## config.mk

```make
export PLATFORM = sky130hd
export DESIGN_NAME = force_override_bank
export DESIGN_NICKNAME = d
export VERILOG_FILES = /design/src/rtl/force_override_bank.sv
export SDC_FILE = /design/constraint.sdc
export NUM_CORES = 1
export LEC_CHECK = 0
export CORE_MARGIN = 5
export CORE_UTILIZATION = 53
export DETAILED_ROUTE_END_ITERATION = 7
export GPL_ROUTABILITY_DRIVEN = 0
export PLACE_DENSITY = 0.76
export SETUP_SLACK_MARGIN = 0.05
export SLEW_MARGIN = 20
export SYNTH_ARGS = -nofsm -noshare
export SYNTH_HDL_FRONTEND = slang
export SYNTH_SLANG_ARGS = --single-unit
export TNS_END_PERCENT = 20
```

## constraint.sdc

```tcl
create_clock -name clk -period 2.4 [get_ports clk]
set_input_delay 0.36 -clock clk [delete_from_list [all_inputs] [get_ports clk]]
set_output_delay 0.36 -clock clk [all_outputs]
set_load 0.05 [all_outputs]
```

## src/rtl/force_override_bank.sv

```systemverilog
// Multi-channel force/release override stage: registered per-channel data with masked,
// optionally timed, force values. Define FORCE_OVR_DEPOSIT_EN to enable the op-3 DEPOSIT command.
module force_override_bank #(
  parameter int unsigned WIDTH    = 8,
  parameter int unsigned CHANNELS = 4,
  parameter int unsigned TIMER_W  = 8,
  parameter int unsigned CYC_W    = 32
) (
  input  logic                      clk,
  input  logic                      rst_n,
  input  logic [CHANNELS*WIDTH-1:0] data_in,
  input  logic                      cmd_valid,
  output logic                      cmd_ready,
  input  logic [1:0]                cmd_op,
  input  logic [3:0]                cmd_chan,
  input  logic [WIDTH-1:0]          cmd_mask,
  input  logic [WIDTH-1:0]          cmd_value,
  input  logic [TIMER_W-1:0]        cmd_dur,
  output logic [CHANNELS*WIDTH-1:0] obs,
  output logic [CHANNELS-1:0]       forced,
  output logic                      err,
  output logic [CYC_W-1:0]          cyc
);

  typedef enum logic [1:0] {
    OpForce      = 2'd0,
    OpRelease    = 2'd1,
    OpForceTimed = 2'd2,
    OpDeposit    = 2'd3
  } op_e;

  logic               ready_q;
  logic               err_q, err_d;
  logic [CYC_W-1:0]   cyc_q;
  logic [WIDTH-1:0]   stage_q [CHANNELS];
  logic [WIDTH-1:0]   stage_d [CHANNELS];
  logic [WIDTH-1:0]   mask_q  [CHANNELS];
  logic [WIDTH-1:0]   mask_d  [CHANNELS];
  logic [WIDTH-1:0]   fval_q  [CHANNELS];
  logic [WIDTH-1:0]   fval_d  [CHANNELS];
  logic [TIMER_W-1:0] timer_q [CHANNELS];
  logic [TIMER_W-1:0] timer_d [CHANNELS];
  logic [CHANNELS-1:0] hit;
  logic               accept;
  logic               chan_ok;

  assign cmd_ready = ready_q;
  assign err       = err_q;
  assign cyc       = cyc_q;
  assign accept    = cmd_valid & ready_q;
  assign chan_ok   = 32'(cmd_chan) < CHANNELS;

  always_comb begin
    hit = '0;
    for (int k = 0; k < int'(CHANNELS); k++) begin
      hit[k] = accept && chan_ok && (32'(cmd_chan) == 32'(k));
    end
  end

  always_comb begin
    err_d = err_q;
    if (accept && !chan_ok) err_d = 1'b1;
`ifndef FORCE_OVR_DEPOSIT_EN
    if (accept && (op_e'(cmd_op) == OpDeposit)) err_d = 1'b1;
`endif
    for (int k = 0; k < int'(CHANNELS); k++) begin
      stage_d[k] = data_in[k*WIDTH +: WIDTH];
      mask_d[k]  = mask_q[k];
      fval_d[k]  = fval_q[k];
      timer_d[k] = timer_q[k];
      // Timer countdown; an accepted command below overrides this expiry.
      if (timer_q[k] == TIMER_W'(1)) begin
        mask_d[k]  = '0;
        timer_d[k] = '0;
      end else if (timer_q[k] != '0) begin
        timer_d[k] = timer_q[k] - TIMER_W'(1);
      end
      if (hit[k]) begin
        unique case (op_e'(cmd_op))
          OpForce: begin
            mask_d[k]  = mask_q[k] | cmd_mask;
            fval_d[k]  = (fval_q[k] & ~cmd_mask) | (cmd_value & cmd_mask);
            timer_d[k] = '0;
          end
          OpForceTimed: begin
            mask_d[k]  = mask_q[k] | cmd_mask;
            fval_d[k]  = (fval_q[k] & ~cmd_mask) | (cmd_value & cmd_mask);
            timer_d[k] = cmd_dur;
          end
          OpRelease: begin
            mask_d[k] = mask_q[k] & ~cmd_mask;
            if (mask_d[k] == '0) timer_d[k] = '0;
          end
          OpDeposit: begin
`ifdef FORCE_OVR_DEPOSIT_EN
            stage_d[k] = (data_in[k*WIDTH +: WIDTH] & ~cmd_mask) | (cmd_value & cmd_mask);
`endif
          end
          default: ;
        endcase
      end
    end
  end

  always_ff @(posedge clk or negedge rst_n) begin
    if (!rst_n) begin
      ready_q <= 1'b0;
      err_q   <= 1'b0;
      cyc_q   <= '0;
      for (int k = 0; k < int'(CHANNELS); k++) begin
        stage_q[k] <= '0;
        mask_q[k]  <= '0;
        fval_q[k]  <= '0;
        timer_q[k] <= '0;
      end
    end else begin
      ready_q <= 1'b1;
      err_q   <= err_d;
      cyc_q   <= cyc_q + CYC_W'(1);
      for (int k = 0; k < int'(CHANNELS); k++) begin
        stage_q[k] <= stage_d[k];
        mask_q[k]  <= mask_d[k];
        fval_q[k]  <= fval_d[k];
        timer_q[k] <= timer_d[k];
      end
    end
  end

  always_comb begin
    obs    = '0;
    forced = '0;
    for (int k = 0; k < int'(CHANNELS); k++) begin
      obs[k*WIDTH +: WIDTH] = (stage_q[k] & ~mask_q[k]) | (fval_q[k] & mask_q[k]);
      forced[k]             = |mask_q[k];
    end
  end

endmodule
```

==> results.tsv <==
metric	value	unit
grt_pass1_wl	33.58	mm
finalPower	9.578	mW
synth_ff_type	dfrtp_1	
placed_cells	1015	
synth_area_leaders	dfrtp_1 53%, mux2_2 9.9%, xnor2_1 3.8%	
start_kind	register	
layout_commonest_cell	dfrtp_1	
rows	43	
critical_path_peak_fanout	4	
drtAntennaViolNets	0	
final_max_slew_viol_count	0	
syn_inst	675	
timing.hold.ws	0.3740	ns
p_switching	3.382	mW
port_buffers	134	
slowest_delay	0.70	ns
synth_area	7639	µm²
drcViolationCount	0	
p_per_area	945.4	nW/µm²
setup_slack	0.08918	ns
synth_top_area_share	53.07	%
instances_no_fill	1048	
ys_types	59	
synthToLayoutAreaGrowth	32.63	%
min_period_over_period	96.28	%
worst_ep_required_time	2.04	ns
viasPerCell	5.949	
root_buffer	clkbuf_16	
grt_max_degree	59	
p_int	6.196	mW
clk_path_buf_depth	2	
initialDrtViolationCount	593	
comb_power_share	32.4	%
fin_crit	2.311	ns
swShare	35.31	%
cp_slowest_cell	clkdlybuf4s50_1	
cts_sinks	162	
async_reset_ff_share	100.0	%
min_path_cells	1	
overflow	0	
cts_tree	built	
ys_seq_elements	162	
place_ws	-0.1953	ns
cts_made_buffers	17	
path_delay_family	buffers and inverters	
arrival	1.95	ns
dieArea	16910	µm²
io-pin-count	135	
crit_chain	mux2_2 -> clkdlybuf4s50_1	
initial_core_util	54.61	%
synth_top_area_cell	dfrtp_1	
worst_ir_drop_vdd	0.0009158	V
end_kind	output port	
n_antenna_cell	0	
reg2reg_depth	7	
fmax	432.7	MHz
clkSlewWorstSetupHoldPaths	0.07	ns
synth-edff-count	0	
post_route_cells_drive_above_1_share	19.24	%
power.leakage	4.383	nW
setup_violations	0	
drt_pass1_iterations	5	
worst_pin_slew	0.7426	ns
synth_nets	749	
mostFrequentLayoutCells	162 x dfrtp_1, 127 x clkdlybuf4s50_1, 67 x mux2_2	
hpwlAfterDp	15.10	mm
crit_type	register to output port	
relSlewSlack	49.80	%
finalHoldViolCount	0	
insertion_delay	0.42	ns
via_count	6235	
pwr-share-seq	39.7	%
critPathBufInv	1	
synth_warnings	0	
hp-class	primary input to register	
cap_violations	0	
htreeDepth	4	
wire_per_inst	19.82	µm
first_global_vias	6548	
avgSynthCellArea	11.32	µm²
finalWirelength	20.78	mm
power_frac_clock	28.0	%
crit_cells	2	
postCtsSetupBuffers	0	
num-fill-cells	1012	
antenna_found_initial	0	
finClkSkew	0.009193	ns
coreArea	13990	µm²
die_w	130.1	µm
die_h	130.1	µm
outcome	finished clean	
grt_util_all_layers	25.43	%
nets	929	
final_util	72.42	%
synth-seq-area-share	53.07	%
rsz0062_at_grt	no	
## power by group through the flow
stage	Combinational, mW	Sequential, mW	Clock (mW)
after floorplan	2.18	3.65	0
after CTS	3.09	3.78	2.72
after global placement	3.00	3.77	0
after detailed placement	3.10	3.82	0
final	3.10	3.80	2.68
after global routing	3.33	3.86	2.85
## worst paths after layout
check	startpoint	endpoint	slack (ns)
max	mask_q[15]	obs[23]	0.09
min	data_in[7]	stage_q[31]	0.37
max reg2reg	timer_q[24]	timer_q[30]	0.28
min reg2reg	err	err	0.48
max in group asynchronous	rst_n	cyc[4]	1.18
min in group asynchronous	rst_n	timer_q[6]	0.49
## metrics by stage
| stage | TNS [ns] | cell area, µm² |
|---|---|---|
| floorplan | 0 | 7639 |
| global placement | -1.442 | 9530 |
| detailed placement | -2.088 | 9530 |
| CTS | 0 | 10120 |
| global route | 0 | 10130 |
| finish | 0 | 10130 |
## kinds of logic (layout without fill, tap and decap cells)
family	count (synthesis)	after routing	share of synthesized area (%)
AO/OA/AOI/OAI	130	130	12.24
other	1	1	0.04909
flip-flops	162	162	53.07
XOR/XNOR	50	50	5.733
AND/OR/NAND/NOR	209	209	14.96
multiplexers	68	68	10.01
adder cells (fa/ha/maj)	9	9	1.474
buffers and inverters	46	239	2.473
## worst register-to-register path, delay by kind of cell (launching register included)
| kind | cells | cell delay (ns) |
|---|---|---|
| adder cells (fa/ha/maj) | 1 | 0.24 |
| AO/OA/AOI/OAI | 3 | 0.49 |
| flip-flops | 1 | 0.40 |
| AND/OR/NAND/NOR | 2 | 0.77 |
| buffers and inverters | 1 | 0.11 |
## Yosys cell counts (all sizes together) (2+ instances only)
master and count:
o31ai 2, mux2 67, a21boi 2, a31oi 5, o21ai 32, nor3b 2
o22ai 24, o32ai 6, and4 3, xnor2 33, or4 6, nor2b 18
nand4 5, or2 6, ha 9, nand2 63, nor2 25, and2 3
xor2 17, a41oi 2, nand3 20, inv 24, a221o 8, o21a 3
nor4 22, dfrtp 162, o31a 2, buf 10, and3 9, clkbuf 12
nor3 17, nand2b 5, a22oi 3, o211ai 4, a21oi 7, a22o 25
a2111oi 2
## metal layers
metal	up-vias	global-route usage (%)	routed length (µm)
met5	-	0	0
met4	0	9.780	563
met3	48	6.345	1345
met2	257	41.31	10400
met1	3105	33.06	8464
li1	2825	-	-
## layout make-up
class | instances | area [µm²] | area share (%)
Multi-Input combinational cell | 467 | 3402 | 33.58
Tap cell | 180 | 225.2 | 2.223
Clock inverter | 12 | 131.4 | 1.297
Clock buffer | 20 | 456.7 | 4.508
Timing Repair Buffer | 183 | 1772 | 17.49
Sequential cell | 162 | 4054 | 40.01
Inverter | 24 | 90.09 | 0.8892
## what timing repair did
item | in CTS | in global routing
pin swaps | 0 | 0
hold buffers | 1 | 0
endpoints found under the hold margin | 55 | 0
resized for setup | 5 | 1
endpoints found under the setup margin | 5 | 1
No activity file was read; power rests on OpenSTA's default activity.
